===== src/rtl/get_triangle_angle.sv =====
// get_triangle_angle: recovers hypotenuse and integer-degree angle from the
// adjacent (a) and opposite (b) legs using an iterative vectoring CORDIC,
// one micro-rotation per clock, with a start/busy/done handshake.
// Results are held until the next operation completes.
module get_triangle_angle #(
  parameter int WIDTH = 32,
  parameter int ITER  = 16,
  parameter int FRAC  = 16
) (
  input  logic             clk,
  input  logic             rst,
  input  logic             start,
  input  logic [WIDTH-1:0] a,
  input  logic [WIDTH-1:0] b,
  output logic             busy,
  output logic             done,
  output logic [WIDTH-1:0] angle,
  output logic [WIDTH-1:0] hypotenuse
);

  // x/y carry GUARD fractional bits below the integer legs so that the
  // truncating arithmetic shifts do not swamp small operands.
  localparam int GUARD = 16;
  localparam int XW    = WIDTH + 2 + GUARD;
  localparam int ZW    = 9 + FRAC + 1;
  localparam int KW    = 18;
  localparam int PW    = XW + KW;

  // 1/CORDIC gain, 0.607253 in Q16.
  localparam logic signed [KW-1:0] K_GAIN   = 18'sd39797;
  localparam logic signed [PW-1:0] HYP_HALF = PW'(1) <<< (15 + GUARD);
  localparam logic signed [ZW-1:0] DEG180   = ZW'(180);
  localparam logic signed [ZW-1:0] Z180     = DEG180 <<< FRAC;
  localparam logic signed [ZW-1:0] Z_HALF   = ZW'(1) <<< (FRAC - 1);
  localparam logic [4:0]           LAST     = 5'(ITER - 1);

  typedef enum logic [1:0] {
    IDLE,
    ROTATE,
    SCALE
  } state_t;

  state_t state;
  state_t state_nxt;

  logic [4:0]              iter_cnt;
  logic signed [WIDTH-1:0] a_s;
  logic signed [WIDTH-1:0] b_s;
  logic signed [XW-1:0]    a_ext;
  logic signed [XW-1:0]    b_ext;
  logic signed [XW-1:0]    x_acc;
  logic signed [XW-1:0]    y_acc;
  logic signed [XW-1:0]    x_sh;
  logic signed [XW-1:0]    y_sh;
  logic signed [ZW-1:0]    z_acc;
  logic                    zero_op;

  // atan(2^-i) in degrees, held as Q16 and rescaled to Q.FRAC with rounding.
  function automatic logic signed [ZW-1:0] atan_rom(input logic [4:0] idx);
    logic signed [63:0] q16;
    case (idx)
      5'd0:    q16 = 64'sd2949120;
      5'd1:    q16 = 64'sd1740967;
      5'd2:    q16 = 64'sd919879;
      5'd3:    q16 = 64'sd466945;
      5'd4:    q16 = 64'sd234379;
      5'd5:    q16 = 64'sd117304;
      5'd6:    q16 = 64'sd58666;
      5'd7:    q16 = 64'sd29335;
      5'd8:    q16 = 64'sd14668;
      5'd9:    q16 = 64'sd7334;
      5'd10:   q16 = 64'sd3667;
      5'd11:   q16 = 64'sd1833;
      5'd12:   q16 = 64'sd917;
      5'd13:   q16 = 64'sd458;
      5'd14:   q16 = 64'sd229;
      5'd15:   q16 = 64'sd115;
      default: q16 = 64'sd0;
    endcase
    return ZW'(((q16 <<< FRAC) + 64'sd32768) >>> 16);
  endfunction

  // Round the Q.FRAC angle to whole degrees; -180 folds onto +180.
  function automatic logic [WIDTH-1:0] round_angle(input logic signed [ZW-1:0] zv);
    logic signed [ZW-1:0]    deg;
    logic signed [WIDTH-1:0] ext;
    deg = (zv + Z_HALF) >>> FRAC;
    if (deg == -DEG180) begin
      deg = DEG180;
    end
    ext = WIDTH'(deg);
    return ext;
  endfunction

  // Remove the CORDIC gain and the guard bits, rounding to nearest.
  function automatic logic [WIDTH-1:0] round_hyp(input logic signed [XW-1:0] xv);
    logic signed [PW-1:0] prod;
    prod = PW'(xv) * PW'(K_GAIN);
    return WIDTH'((prod + HYP_HALF) >>> (16 + GUARD));
  endfunction

  assign a_s   = a;
  assign b_s   = b;
  assign a_ext = XW'(a_s) <<< GUARD;
  assign b_ext = XW'(b_s) <<< GUARD;
  assign x_sh  = x_acc >>> iter_cnt;
  assign y_sh  = y_acc >>> iter_cnt;
  assign busy  = (state != IDLE);

  // State register.
  always_ff @(posedge clk or posedge rst) begin
    if (rst) begin
      state <= IDLE;
    end else begin
      state <= state_nxt;
    end
  end

  // Next-state: one accept, ITER rotations, one scaling cycle.
  always_comb begin
    state_nxt = state;
    case (state)
      IDLE:    if (start) state_nxt = ROTATE;
      ROTATE:  if (iter_cnt == LAST) state_nxt = SCALE;
      SCALE:   state_nxt = IDLE;
      default: state_nxt = IDLE;
    endcase
  end

  // CORDIC datapath: operand capture with half-plane pre-rotation, then
  // vectoring micro-rotations driving y toward zero.
  always_ff @(posedge clk) begin
    if (state == IDLE && start) begin
      zero_op <= (a_s == '0) && (b_s == '0);
      if (a_s < 0) begin
        x_acc <= -a_ext;
        y_acc <= -b_ext;
        z_acc <= (b_s >= 0) ? Z180 : -Z180;
      end else begin
        x_acc <= a_ext;
        y_acc <= b_ext;
        z_acc <= '0;
      end
    end else if (state == ROTATE) begin
      if (!y_acc[XW-1]) begin
        x_acc <= x_acc + y_sh;
        y_acc <= y_acc - x_sh;
        z_acc <= z_acc + atan_rom(iter_cnt);
      end else begin
        x_acc <= x_acc - y_sh;
        y_acc <= y_acc + x_sh;
        z_acc <= z_acc - atan_rom(iter_cnt);
      end
    end
  end

  // Iteration counter, done pulse and held results.
  always_ff @(posedge clk or posedge rst) begin
    if (rst) begin
      iter_cnt   <= '0;
      done       <= 1'b0;
      angle      <= '0;
      hypotenuse <= '0;
    end else begin
      done <= (state == SCALE);
      if (state == ROTATE) begin
        iter_cnt <= iter_cnt + 5'd1;
      end else begin
        iter_cnt <= '0;
      end
      if (state == SCALE) begin
        if (zero_op) begin
          angle      <= '0;
          hypotenuse <= '0;
        end else begin
          angle      <= round_angle(z_acc);
          hypotenuse <= round_hyp(x_acc);
        end
      end
    end
  end

endmodule


===== config.mk =====
export PLATFORM = sky130hd
export DESIGN_NAME = get_triangle_angle
export DESIGN_NICKNAME = d
export VERILOG_FILES = /design/src/rtl/get_triangle_angle.sv
export SDC_FILE = /design/constraint.sdc
export NUM_CORES = 2
export LEC_CHECK = 0
export CAP_MARGIN = 20
export CORE_ASPECT_RATIO = 2
export CORE_UTILIZATION = 60
export DETAILED_ROUTE_END_ITERATION = 8
export GPL_TIMING_DRIVEN = 0
export PLACE_DENSITY = 0.78
export SYNTH_ARGS = -nofsm -noshare
export SYNTH_HDL_FRONTEND = slang
export SYNTH_SLANG_ARGS = --single-unit

===== constraint.sdc =====
create_clock -name clk -period 15.6 [get_ports clk]
set_clock_uncertainty 0.05 [all_clocks]
set_input_delay 2.34 -clock clk [delete_from_list [all_inputs] [get_ports clk]]
set_output_delay 2.34 -clock clk [all_outputs]
set_load 0.02 [all_outputs]

==> results_dict.tcl <==
set metrics [dict create \
    synth-adder-area-share_pct 32.56 \
    synth_area_per_cell_um2 9.105 \
    clock_sinks 177 \
    vias_per_cell 6.802 \
    crit_type "flip-flop to flip-flop" \
    drc 0 \
    syn_nets 5306 \
    htree_num_levels 4 \
    wl_met2_um 77500 \
    wl_met1_um 51640 \
    cts_setup_buffers 0 \
    synthCells 4409 \
    first_global_vias 38600 \
    met3_wirelength_um 15540 \
    synthSimpleGateAreaFrac_pct 11.52 \
    worstPathMaxFanout 10 \
    ys_top_cells_by_count "inv_1 (606), ha_1 (472), fa_1 (358), a21oi_1 (338), nand2_1 (303)" \
    ios 133 \
    drv_cap 0 \
    gr-total-overflow 0 \
    synthTopCellsByArea "fa_1 (18%), ha_1 (15%), edfxtp_1 (9.5%)" \
    period_minus_slack_ns 9.899 \
    synth_top_cell_by_area "fa_1" \
    synth_area_um2 40150 \
    die_w_um 184.9 \
    async_flop_share_pct 28.25 \
    highest-signal-layer "met5" \
    setup_viol 0 \
    antenna_found_initial 11 \
    clock_latency_ns 0.52 \
    fp-row-count 133 \
    cts_resized 0 \
    yosysMostFrequentCell "inv_1" \
    slew_headroom_pct 16.14 \
    wl_um 164500 \
    fin_nets 5487 \
    cts_buffers 17 \
    synth.top_cell.area_share_pct 17.85 \
    port_buffers 132 \
    arrival_ns 10.09 \
    postRouteAntennaNets 0 \
    cp.required_ns 15.79 \
    route.vias.total 37300 \
    synth_seq_cells 177 \
    synth_top_family_by_area "adder cells" \
    slew_violations 0 \
    grt_setup_unrepaired "no" \
    die-area_um2 68010 \
    yosysWarnings 0 \
    layout-drive-gt1-share_pct 7.517 \
    drt_pass1_iterations 9 \
    yosysSeqAreaShare_pct 12.62 \
    synth_xor_area_share_pct 7.916 \
    cts_hold_buf 0 \
    start_util_pct 60.92 \
    synth-compound-area-share_pct 15.64 \
    wl_per_cell_um 29.99 \
    grt_pass1_wl_um 246600 \
    die_h_um 367.8 \
    start_kind "flip-flop" \
    yosys_most_used_dff "edfxtp_1" \
    finalCritPeriodShare_pct 63.46 \
    cts_tree "yes" \
    fmax_mhz 101.0 \
    core_area_um2 65900 \
    fillers 5449 \
    yosys.cell_types.count 102 \
    gr-usage-all-layers_pct 50.46 \
    worst_slew_pin_slew_ns 1.223 \
    hold_violations 0 \
    synth_enable_flop_cells 127 \
    status "finished, final reports clean" \
    fin_setup_tns_ns 0 \
    muxShareOfSynthArea_pct 11.33 \
    syn_to_final_growth_pct 8.689 \
    hold_path_class "flip-flop to flip-flop" \
    gp_congestion 1.107 \
    grt_max_degree 69 \
    clock_path_buffers 2 \
    critPathCaptureType "flip-flop" \
    drt_iter0_drc 3992 \
    dp_hpwl_um 129200 \
    clockRootBuffer "clkbuf_16" \
    path_clk_slew_ns 0.09 \
]
==> metal layers <==
layer | track usage (%) | vias up
li1 | - | 15800
met1 | 50.90 | 18030
met2 | 80.34 | 2371
met3 | 17.33 | 1084
met4 | 47.65 | 12
met5 | 0.5926 | -
==> layout make-up <==
class	count	area (um^2)	area share, %
tap	877	1097	2.515
inverter	610	2290	5.247
multi-input combinational	3434	31710	72.68
antenna	4	10.01	0.02294
timing repair buffer	162	1758	4.029
clock buffer	19	475.5	1.090
clock inverter	13	132.6	0.3040
buffer	188	1094	2.506
sequential	177	5065	11.61
==> layout by cell type, fill, tap and decap left out, types with 27 or more instances in the layout <==
cell / count
buf_4: 36
o21bai_1: 29
mux4_1: 35
a211oi_1: 36
nand3_1: 60
nand2b_1: 37
inv_1: 605
xnor2_1: 221
nand2_1: 302
mux4_2: 89
o21ai_0: 215
and2_1: 27
fa_1: 358
dfrtp_1: 50
nor3_1: 45
mux2i_1: 88
o31ai_1: 32
ha_1: 472
nand4_1: 32
xor2_1: 140
mux2_2: 66
o21a_1: 37
clkdlybuf4s50_1: 132
nor2_1: 274
a31oi_1: 39
clkbuf_1: 80
nor2b_1: 43
a21oi_1: 338
edfxtp_1: 127
a21o_1: 92
==> worst paths after layout <==
kind / start / end / slack, ns / depth (start not counted)
setup reg to reg: iter_cnt[4]$_DFF_PP0_ / x_acc[47]$_DFFE_PP_ / 5.70 / 24
hold reg to reg: hypotenuse[17]$_DFFE_PP0P_ / hypotenuse[17]$_DFFE_PP0P_ / 0.44 / 2
setup / recovery: iter_cnt[4]$_DFF_PP0_ / x_acc[47]$_DFFE_PP_ / 5.70 / 24
min in group asynchronous: rst / hypotenuse[15]$_DFFE_PP0P_ / 2.06 / 2
hold / removal: hypotenuse[17]$_DFFE_PP0P_ / hypotenuse[17]$_DFFE_PP0P_ / 0.44 / 2
max in group asynchronous: rst / angle[30]$_DFFE_PP0P_ / 12.87 / 3
==> metrics by stage <==
step | area [um^2] | util [%] | setup WS (ns) | hold WS [ns] | cells
2_1_floorplan | 40150 | - | 8.799 | 0.5215 | 4409
3_3_place_gp | 42560 | 64.59 | 6.320 | 0.4107 | 5418
3_5_place_dp | 42760 | 64.90 | 6.336 | 0.4157 | 5429
4_1_cts | 43370 | 65.82 | 6.266 | 0.4364 | 5461
5_1_grt | 43620 | 66.20 | 5.673 | 0.4731 | 5480
6_report | 43630 | 66.21 | 5.701 | 0.4362 | 5484
==> cells by family (layout without fill, tap and decap cells) <==
family | count (synthesis) | in the layout
compound gates | 1004 | 1004
simple gates | 960 | 960
fa+ha+maj | 830 | 830
buf+inv | 798 | 992
xor+xnor | 362 | 362
mux | 278 | 278
flops | 177 | 177
other cells | 0 | 4
==> state kept, by name, summed over array words and instances (netlist names) <==
register / count
angle: 10
state: 2
x_acc: 50
zero_op: 1
hypotenuse: 32
done: 1
y_acc: 50
iter_cnt: 5
z_acc: 26
==> worst max-delay path, cell delays in order, from the launching register on <==
cell and delay (ns):
dfrtp_1 0.34, clkbuf_1 0.41, buf_6 0.24, buf_6 0.19, clkbuf_1 0.77, buf_6 0.29
clkbuf_1 0.64, clkbuf_1 0.67, buf_1 0.83, clkbuf_1 0.67, a211oi_1 0.19, a21oi_1 0.27
a21oi_1 0.12, xor2_1 0.57, ha_1 0.30, nand2_1 0.17, nor4b_1 0.78, o2111ai_1 0.35
a21oi_1 0.38, o211ai_1 0.17, a211oi_1 0.41, o21ai_0 0.24, o21ai_0 0.30, xnor2_1 0.16
o32ai_1 0.10
Power is left out: the tool's default activity adds up to more than one toggle a clock period on the data nets, which glitch-free logic cannot reach.
